--- config.mk ---
export PLATFORM = sky130hd
export DESIGN_NAME = mem_access_ctrl_flat
export DESIGN_NICKNAME = d
export VERILOG_FILES = /design/src/rtl/mem_access_ctrl_if.sv /design/src/rtl/mem_access_ctrl.sv /design/src/flat_wrapper.sv
export SDC_FILE = /design/constraint.sdc
export NUM_CORES = 1
export LEC_CHECK = 0
export BUFFER_PORTS_ARGS = -buffer_cell sky130_fd_sc_hd__buf_2
export CORE_ASPECT_RATIO = 0.75
export CORE_MARGIN = 5
export CORE_UTILIZATION = 45
export DETAILED_ROUTE_END_ITERATION = 16
export PLACE_DENSITY_LB_ADDON = 0.15
export SYNTH_ARGS = -nofsm -noshare
export SYNTH_HDL_FRONTEND = slang
export SYNTH_SLANG_ARGS = --single-unit
--- constraint.sdc ---
create_clock -name clk -period 5.1 [get_ports clk]
set_clock_uncertainty 0.1 [all_clocks]
set_input_delay 1.53 -clock clk [delete_from_list [all_inputs] [get_ports clk]]
set_output_delay 1.53 -clock clk [all_outputs]
set_load 0.01 [all_outputs]
--- src/rtl/mem_access_ctrl_if.sv ---
// rtl/mem_access_ctrl_if.sv - req/ack data-memory bus between the MEM-stage controller and memory
//
// Purpose: bundles the multi-cycle memory bus so the controller and the memory
// model connect through a single port.
// Signals:
//   bus_req   master->slave  request held high until the access ends
//   bus_we    master->slave  1 = write, 0 = read
//   bus_addr  master->slave  access address (ADDR_W)
//   bus_wdata master->slave  write data (DATA_W)
//   bus_ack   slave->master  single-cycle completion strobe
//   bus_rdata slave->master  read data, valid with bus_ack (DATA_W)
interface mem_access_ctrl_if #(
  parameter int ADDR_W = 32,
  parameter int DATA_W = 32
) ();
  logic              bus_req;
  logic              bus_we;
  logic [ADDR_W-1:0] bus_addr;
  logic [DATA_W-1:0] bus_wdata;
  logic              bus_ack;
  logic [DATA_W-1:0] bus_rdata;

  modport master (
    output bus_req, bus_we, bus_addr, bus_wdata,
    input  bus_ack, bus_rdata
  );

  modport slave (
    input  bus_req, bus_we, bus_addr, bus_wdata,
    output bus_ack, bus_rdata
  );
endinterface

--- src/rtl/mem_access_ctrl.sv ---
// rtl/mem_access_ctrl.sv - MEM-stage load/store controller driving a req/ack memory bus
//
// Purpose: turns EX/MEM load/store requests into one bus transaction each,
// stalls the pipeline while the bus is busy, returns load data to MEM/WB and
// aborts with a one-cycle fault pulse when the bus never acknowledges.
// Ports:
//   clk, rst      clock (rising edge), asynchronous active-high reset
//   mem_rd_en     EX/MEM holds a load
//   mem_wr_en     EX/MEM holds a store
//   mem_addr      access address
//   mem_wdata     store data
//   flush         flush_ex_mem from the hazard unit
//   pipe_hold     stall_ex_mem from the hazard unit
//   mem_stall     stall request to the hazard unit (combinational)
//   mem_rdata     registered load result
//   mem_fault     one-cycle pulse on bus timeout
//   bus           memory bus, master side
module mem_access_ctrl #(
  parameter int ADDR_W  = 32,
  parameter int DATA_W  = 32,
  parameter int TIMEOUT = 255
) (
  input  logic                 clk,
  input  logic                 rst,
  input  logic                 mem_rd_en,
  input  logic                 mem_wr_en,
  input  logic [ADDR_W-1:0]    mem_addr,
  input  logic [DATA_W-1:0]    mem_wdata,
  input  logic                 flush,
  input  logic                 pipe_hold,
  output logic                 mem_stall,
  output logic [DATA_W-1:0]    mem_rdata,
  output logic                 mem_fault,
  mem_access_ctrl_if.master    bus
);

  localparam logic [9:0] TIMEOUT_CNT = 10'(TIMEOUT);

  typedef enum logic [1:0] {IDLE, REQ, SQUASH, DONE} state_t;

  state_t     state;
  logic [9:0] cnt;
  logic       timeout_hit;

  // The cycle that would make the count reach TIMEOUT is the last one allowed.
  assign timeout_hit = (cnt + 10'd1) == TIMEOUT_CNT;

  // pipe_hold is deliberately absent here so no loop forms through the hazard unit.
  always_comb begin
    mem_stall = 1'b0;
    case (state)
      IDLE:        mem_stall = (mem_rd_en | mem_wr_en) & ~flush;
      REQ, SQUASH: mem_stall = 1'b1;
      DONE:        mem_stall = 1'b0;
      default:     mem_stall = 1'b0;
    endcase
    if (rst) mem_stall = 1'b0;
  end

  always_ff @(posedge clk or posedge rst) begin
    if (rst) begin
      state         <= IDLE;
      cnt           <= 10'd0;
      mem_rdata     <= '0;
      mem_fault     <= 1'b0;
      bus.bus_req   <= 1'b0;
      bus.bus_we    <= 1'b0;
      bus.bus_addr  <= '0;
      bus.bus_wdata <= '0;
    end else begin
      mem_fault <= 1'b0;
      case (state)
        IDLE: begin
          if ((mem_rd_en | mem_wr_en) & ~flush) begin
            bus.bus_addr  <= mem_addr;
            bus.bus_wdata <= mem_wdata;
            bus.bus_we    <= mem_wr_en;
            bus.bus_req   <= 1'b1;
            cnt           <= 10'd0;
            state         <= REQ;
          end
        end
        REQ: begin
          cnt <= cnt + 10'd1;
          // ack beats both timeout and flush; timeout beats flush so the
          // request is never left dangling past the limit.
          if (bus.bus_ack) begin
            if (!bus.bus_we) mem_rdata <= bus.bus_rdata;
            bus.bus_req <= 1'b0;
            state       <= DONE;
          end else if (timeout_hit) begin
            bus.bus_req <= 1'b0;
            mem_fault   <= 1'b1;
            state       <= DONE;
          end else if (flush) begin
            state <= SQUASH;
          end
        end
        SQUASH: begin
          // The bus cannot retract the request, so wait it out; the count
          // keeps running from REQ so the overall limit still holds.
          cnt <= cnt + 10'd1;
          if (bus.bus_ack) begin
            bus.bus_req <= 1'b0;
            state       <= IDLE;
          end else if (timeout_hit) begin
            bus.bus_req <= 1'b0;
            mem_fault   <= 1'b1;
            state       <= IDLE;
          end
        end
        DONE: begin
          // Leaving only via IDLE keeps the held instruction from re-issuing.
          if (!pipe_hold) state <= IDLE;
        end
        default: state <= IDLE;
      endcase
    end
  end

endmodule

--- src/flat_wrapper.sv ---
// flat-port wrapper written by rule: the top's interface ports become plain ports
module mem_access_ctrl_flat 
#(
  parameter int ADDR_W  = 32,
  parameter int DATA_W  = 32,
  parameter int TIMEOUT = 255
)
  (clk, rst, mem_rd_en, mem_wr_en, mem_addr, mem_wdata, flush, pipe_hold, mem_stall, mem_rdata, mem_fault, bus_bus_req, bus_bus_we, bus_bus_addr, bus_bus_wdata, bus_bus_ack, bus_bus_rdata);
  mem_access_ctrl_if #(.ADDR_W(ADDR_W), .DATA_W(DATA_W)) bus_i ();
  input  logic clk;
  input  logic rst;
  input  logic mem_rd_en;
  input  logic mem_wr_en;
  input  logic [ADDR_W-1:0] mem_addr;
  input  logic [DATA_W-1:0] mem_wdata;
  input  logic flush;
  input  logic pipe_hold;
  output logic mem_stall;
  output logic [DATA_W-1:0] mem_rdata;
  output logic mem_fault;
  output wire logic [$bits(bus_i.bus_req)-1:0] bus_bus_req;
  output wire logic [$bits(bus_i.bus_we)-1:0] bus_bus_we;
  output wire logic [$bits(bus_i.bus_addr)-1:0] bus_bus_addr;
  output wire logic [$bits(bus_i.bus_wdata)-1:0] bus_bus_wdata;
  input wire logic [$bits(bus_i.bus_ack)-1:0] bus_bus_ack;
  input wire logic [$bits(bus_i.bus_rdata)-1:0] bus_bus_rdata;
  assign bus_bus_req = bus_i.bus_req;
  assign bus_bus_we = bus_i.bus_we;
  assign bus_bus_addr = bus_i.bus_addr;
  assign bus_bus_wdata = bus_i.bus_wdata;
  assign bus_i.bus_ack = bus_bus_ack;
  assign bus_i.bus_rdata = bus_bus_rdata;
  mem_access_ctrl #(.ADDR_W(ADDR_W), .DATA_W(DATA_W), .TIMEOUT(TIMEOUT)) u_core (.clk(clk), .rst(rst), .mem_rd_en(mem_rd_en), .mem_wr_en(mem_wr_en), .mem_addr(mem_addr), .mem_wdata(mem_wdata), .flush(flush), .pipe_hold(pipe_hold), .mem_stall(mem_stall), .mem_rdata(mem_rdata), .mem_fault(mem_fault), .bus(bus_i));
endmodule
# Yosys cells after proc, flatten, opt, wreduce, memory -nomap -nowiden
# Cells that the tools add are included.
# classes
addsub	1
n_mul	0
div_mod_pow	0
n_lt_le_gt_ge	0
n_eq_ne	9
n_shift	0
muxes	19
n_bitwise	4
reduce_logical	8
# op_table
operator	n
$pmux W10 S2	1
$mux W2	7
$add A10 B1 Y10 const B	1
$eq A10 B8 Y1 const B	1
$mux W10	1
$pmux W2 S4	1
$mux W1	7
$reduce_and A3 Y1	2
$eq A2 B2 Y1 const B	2
$ne A4 B3 Y1 const B	1
$reduce_and A2 Y1	2
$reduce_and A4 Y1	1
$ne A3 B1 Y1 const B	1
$ne A3 B2 Y1 const B	1
$pmux W1 S3	1
$eq A2 B1 Y1 const B	1
$logic_not A2 Y1	1
$ne A2 B1 Y1 const B	1
$ne A2 B2 Y1 const B	1
$not A1 Y1	2
$pmux W1 S2	1
$reduce_bool A2 Y1	1
$reduce_or A2 Y1	1
$and A1 B1 Y1	1
$or A1 B1 Y1	1
# word_totals
reg_bits	111
latchBits	0
ram_bits	0
mem_bits_ro	0
elab_cells	49
memories	0

# Depth between registers and ports, before layout
# logic_depth
word_depth	5
mapped_depth	7
ltp_nobuf	7

# Worst setup path before layout
# OpenSTA, ideal clock, no wires.
# synth_timing
path_type	in2out
startpoint	in mem_wr_en
endpoint	out mem_stall
arrival_time_ns	1.911
required_ns	3.470
path_slack_ns	1.559
path_stages	4
n_path_buf	0
path_cell_list	nor2_1 -> nor2_1 -> mux2i_1 -> nor2_1
# synth_via
elab_chain_cells	4
# synth_rtl
item	line_no	rtl
from (decl)	flat_wrapper.sv:13	input logic mem_wr_en;
$or A1 B1 Y1	mem_access_ctrl.sv:52	IDLE: mem_stall = (mem_rd_en | mem_wr_en) & ~flush;
$and A1 B1 Y1	mem_access_ctrl.sv:52	
$pmux W1 S3	mem_access_ctrl.sv:51	case (state)
$mux W1	mem_access_ctrl.sv:57	if (rst) mem_stall = 1'b0;
to (decl)	flat_wrapper.sv:18	output logic mem_stall;
# Every way passes these cells.

# Worst setup path in the final report
# Ends and elaborated chain as after synthesis.

==> summary by stage <==
Outcome
The flow ran to the end, and the final reports show no timing, DRC or antenna violations.

Critical path
The setup slack of the most critical reg-to-reg path is roughly 2.6 ns. STA classifies the critical path startpoint as an input pin. The worst register-to-register path begins at u_core.state[1]$_DFFE_PP0P_. Data on the critical path arrives at its endpoint at roughly 2.3 ns. STA puts the critical path data required time at around 3.5 ns. The capturing point of the worst reg2reg path is u_core.bus.bus_addr[10]$_DFFE_PP0P_. The critical path crosses 6 cells after its start point. The critical path is of the input pin to output pin type.

Traced cell by cell, the critical path runs through buf_2 -> nor2_1 -> nor2_1 -> mux2i_1 -> nor2_1 -> buf_2. The highest fanout seen on the critical path is 3. The number of cells on the worst reg-to-reg path is 5. In this run the worst setup path terminates at mem_stall. The largest single stage delay on the critical path is between 0.2 and 0.25 ns. The critical path starts at mem_wr_en.

The standard cell with the maximum stage delay on the critical path is sky130_fd_sc_hd__nor2_1. The cell seen most often among critical-path stages is sky130_fd_sc_hd__nor2_1. The element type at the critical path end is an output pin. Counting both buffers and inverters, the worst setup path holds a total of 2. Grouping stages by cell kind, the critical path spends the most delay in simple AND/OR/NAND/NOR gates.

Clock tree
TritonCTS built the clock tree. For this design, the sink count on the clock tree is approximately 110. The number of cells upsized or downsized after cts is 0. Counting the buffers created by CTS gives 9. In this run, post-CTS hold repair placed 0 buffers.

Clock-pin slew was measured on the worst setup and hold paths at 0.07 ns. The clock latency reported for the late side of the worst-skew pair is 0.34 ns. The tree is rooted in a sky130_fd_sc_hd__clkbuf_16. The H-tree was split into 3 levels. In this run the post-CTS setup repair buffer count came out at 0. In this run the deepest clock path goes through 2 buffers.

Synthesis
The post-synthesis cell count is 314. The number of different library cells used by synthesis comes to 38. The area share of fa/ha/maj cells after synthesis is 0.0193.

The sequential cell area fraction in the yosys report is 0.611. In this run, synthesis produced a sequential element count of 111. The synthesized net count is between 400 and 500.

Of the total synthesized cell area, the portion taken by XOR and XNOR cells is 0.00578. Averaged over all synthesized cells, the footprint is between 10 and 15 µm². Of the total synthesized cell area, the portion taken by AND, OR, NAND and NOR gates is 0.0515. Counting flops with a built-in enable in the synthesized netlist gives 0. For this run, the leading register cell type out of synthesis is sky130_fd_sc_hd__dfrtp_1. By area, the combinational part of the netlist is dominated by multiplexers. Of the post-synthesis cell area, the part taken by muxes is 0.250.

The fraction of the mapped netlist area in compound gates is 0.0432. The post-synthesis instance area is 4540 µm². The count of yosys warnings during synthesis is 0. The async set or reset register ratio after synthesis is 1.00.

Power
The leakage dissipation is between 2 and 3 nW. The design draws about 3.7 mW. For this design the ratio of total power to cell area is between 600 and 700 nW/µm².

Across the VDD grid, the largest voltage drop is approximately 0.00033 V.

STA
Setup violations remaining at the end of the flow were counted as 0. Based on the critical path, the design can be clocked at up to 254 MHz. For the pin with the worst max-slew slack, the measured transition is 1.00 ns.

The number of failing hold endpoints at the final stage is 0. Of the available clock period, the critical path in the final layout requires 0.772. The worst pin sits at a relative slew slack of 0.331.

Setup repair after global routing left no endpoint under its margin. Summed over all failing endpoints, the final setup total negative slack is 0 ns. The post-layout minimum cycle time is around 4 ns. The number of slew-limit violations in the final report is 0.

Placed design
Routability-driven placement finished with a final weighted congestion of a little under 0.8. Detailed placement finished with a half-perimeter wire length of ~8.3 mm. The cell area after placement is 5690 µm². In this run the tool buffered the top-level ports with between 200 and 250 buffer cells. The number of placed instances, taps included, is between 600 and 700.

Finish
The number of antenna cells inserted is 0. Once layout is complete, the cells apart from fillers number about 650. After routing the design area is between 5000 and 6000 µm². The area added between synthesis and finish is 31.8%. For this run, the post-layout net count is roughly 630. The share of post-route cells with drive strength above 1 is 0.562. The layout has 825 filler cells.

Detailed routing
The detailed router finished its first iteration with between 150 and 200 violations. The number of detailed-routing iterations run before antenna repair is 4. For this block, the routed nets add up to between 10 and 15 mm of wire. The total via count after detailed routing is 3237. The wire length per cell after detailed routing is 16.7 µm.

The number of nets with antenna violations after detailed routing is 0. The per-cell via count in the routed design is approximately 5.0. In the routed design, unresolved DRC markers number 0.

Floorplanning
The core box area is roughly 9800 µm². In this run the vertical extent of the chip is a little under 100 µm. In this run the count of I/O pins placed on the die edge is ~200. The effective utilization at floorplan is 0.465. The initialized floorplan defines 31 standard-cell rows. The floorplan step set the die width to between 100 and 150 µm. The die covers about 12000 µm².

Global route
The maximum number of pins on one net before global-route repair is 84. The number of antenna violations at the first check in global routing is 0. The number of global-route vias before repair was about 3.4k. The first global-routing pass estimated 17.6 mm of wire. Summed over all layers, the global routing overflow is 0. The aggregate global-route resource usage is 0.178.

Job
Max-cap violations in this run came to 0.

Hold path
The tightest min-delay check is of the register to register type.
[cell usage after synthesis, types with 2 or more instances]
| cell type | count | area share |
|---|---|---|
| sky130_fd_sc_hd__nand2b_1 | 3 | 0.0041 |
| sky130_fd_sc_hd__mux2_1 | 30 | 0.074 |
| sky130_fd_sc_hd__o21ai_0 | 7 | 0.0077 |
| sky130_fd_sc_hd__inv_1 | 7 | 0.0058 |
| sky130_fd_sc_hd__clkbuf_1 | 3 | 0.0025 |
| sky130_fd_sc_hd__o21bai_1 | 2 | 0.0033 |
| sky130_fd_sc_hd__nor2b_1 | 2 | 0.0028 |
| sky130_fd_sc_hd__buf_2 | 10 | 0.011 |
| sky130_fd_sc_hd__a21o_1 | 2 | 0.0033 |
| sky130_fd_sc_hd__xnor2_1 | 2 | 0.0039 |
| sky130_fd_sc_hd__ha_1 | 7 | 0.019 |
| sky130_fd_sc_hd__dfrtp_1 | 111 | 0.61 |
| sky130_fd_sc_hd__or3_1 | 3 | 0.0041 |
| sky130_fd_sc_hd__nand3_1 | 4 | 0.0044 |
| sky130_fd_sc_hd__a22o_1 | 3 | 0.0058 |
| sky130_fd_sc_hd__a21oi_1 | 6 | 0.0066 |
| sky130_fd_sc_hd__o31ai_1 | 3 | 0.0050 |
| sky130_fd_sc_hd__nor2_1 | 7 | 0.0058 |
| sky130_fd_sc_hd__nor3_1 | 2 | 0.0022 |
| sky130_fd_sc_hd__mux2_2 | 68 | 0.17 |
| sky130_fd_sc_hd__mux2i_1 | 3 | 0.0066 |
| sky130_fd_sc_hd__nand4_1 | 2 | 0.0028 |
| sky130_fd_sc_hd__nand2_1 | 12 | 0.0099 |
[kinds of logic after synthesis]
| logic type | count (synthesis) |
|---|---|
| flops | 111 |
| compound gates | 29 |
| xor+xnor | 3 |
| simple gates | 43 |
| mux | 101 |
| buf+inv | 20 |
| fa+ha+maj | 7 |
[metrics by stage]
stage          setup WS [ns]   util  hold slack (ns)
2_1_floorplan          0.539      -            0.369
3_3_place_gp            1.18  0.582            0.368
3_5_place_dp            1.18  0.582            0.375
4_1_cts                 1.17  0.613            0.392
5_1_grt                 1.11  0.613            0.405
6_report                1.16  0.613            0.388
[registers in the layout, summed over array words and instances (netlist names)]
register,flops
u_core.state,2
u_core.mem_fault,1
u_core.bus.bus_addr,32
u_core.bus.bus_req,1
u_core.bus.bus_we,1
u_core.cnt,10
u_core.bus.bus_wdata,32
u_core.mem_rdata,32
[layer usage]
layer	global-route usage	share of wire	vias to the layer above
li1	-	-	1512
met5	0	0	-
met2	0.300	0.50	112
met1	0.223	0.42	1601
met4	0.0511	0.012	0
met3	0.0518	0.071	12
[worst min-delay path by stage]
| stage | slack, ns | endpoint | from | cells after the start |
|---|---|---|---|---|
| after CTS | 0.39 | u_core.mem_rdata[0]$_DFFE_PP0P_ | u_core.mem_rdata[0]$_DFFE_PP0P_ | 1 |
| after global placement | 0.37 | u_core.mem_rdata[1]$_DFFE_PP0P_ | u_core.mem_rdata[1]$_DFFE_PP0P_ | 1 |
| after detailed placement | 0.38 | u_core.mem_rdata[0]$_DFFE_PP0P_ | u_core.mem_rdata[0]$_DFFE_PP0P_ | 1 |
| final | 0.39 | u_core.mem_rdata[0]$_DFFE_PP0P_ | u_core.mem_rdata[0]$_DFFE_PP0P_ | 1 |
| after floorplan | 0.37 | u_core.cnt[7]$_DFFE_PP0P_ | u_core.cnt[7]$_DFFE_PP0P_ | 1 |
| after global routing | 0.41 | u_core.mem_rdata[0]$_DFFE_PP0P_ | u_core.mem_rdata[0]$_DFFE_PP0P_ | 1 |
[area by class of cell]
type / instances / area, µm² / share of cell area
sequential: 111 / 2780 / 0.464
multi-input combinational: 183 / 1680 / 0.281
timing repair buffer: 205 / 1030 / 0.173
clock buffer: 9 / 225 / 0.0376
tap: 132 / 165 / 0.0276
clock inverter: 6 / 78.8 / 0.0132
inverter: 7 / 28.8 / 0.00480
[power by group]
group          switching (mW)  total (mW)  internal (mW)
Clock                   0.325       0.713          0.388
Combinational           0.752        1.49          0.742
Sequential              0.213        1.51           1.30
Total                    1.29        3.72           2.43
[cell usage in the layout (no fill, tap or decap), drive strengths merged, types with 3 or more instances in the layout]
cell	instances
ha	7
clkbuf	9
mux2i	3
buf	205
dfrtp	111
or3	3
mux2	98
inv	9
a22o	3
a21oi	6
nand2b	3
nand3	4
nand2	13
o31ai	3
clkinv	3
nor2	7
o21ai	7
Note: power is estimated with default switching activity, not from simulation.
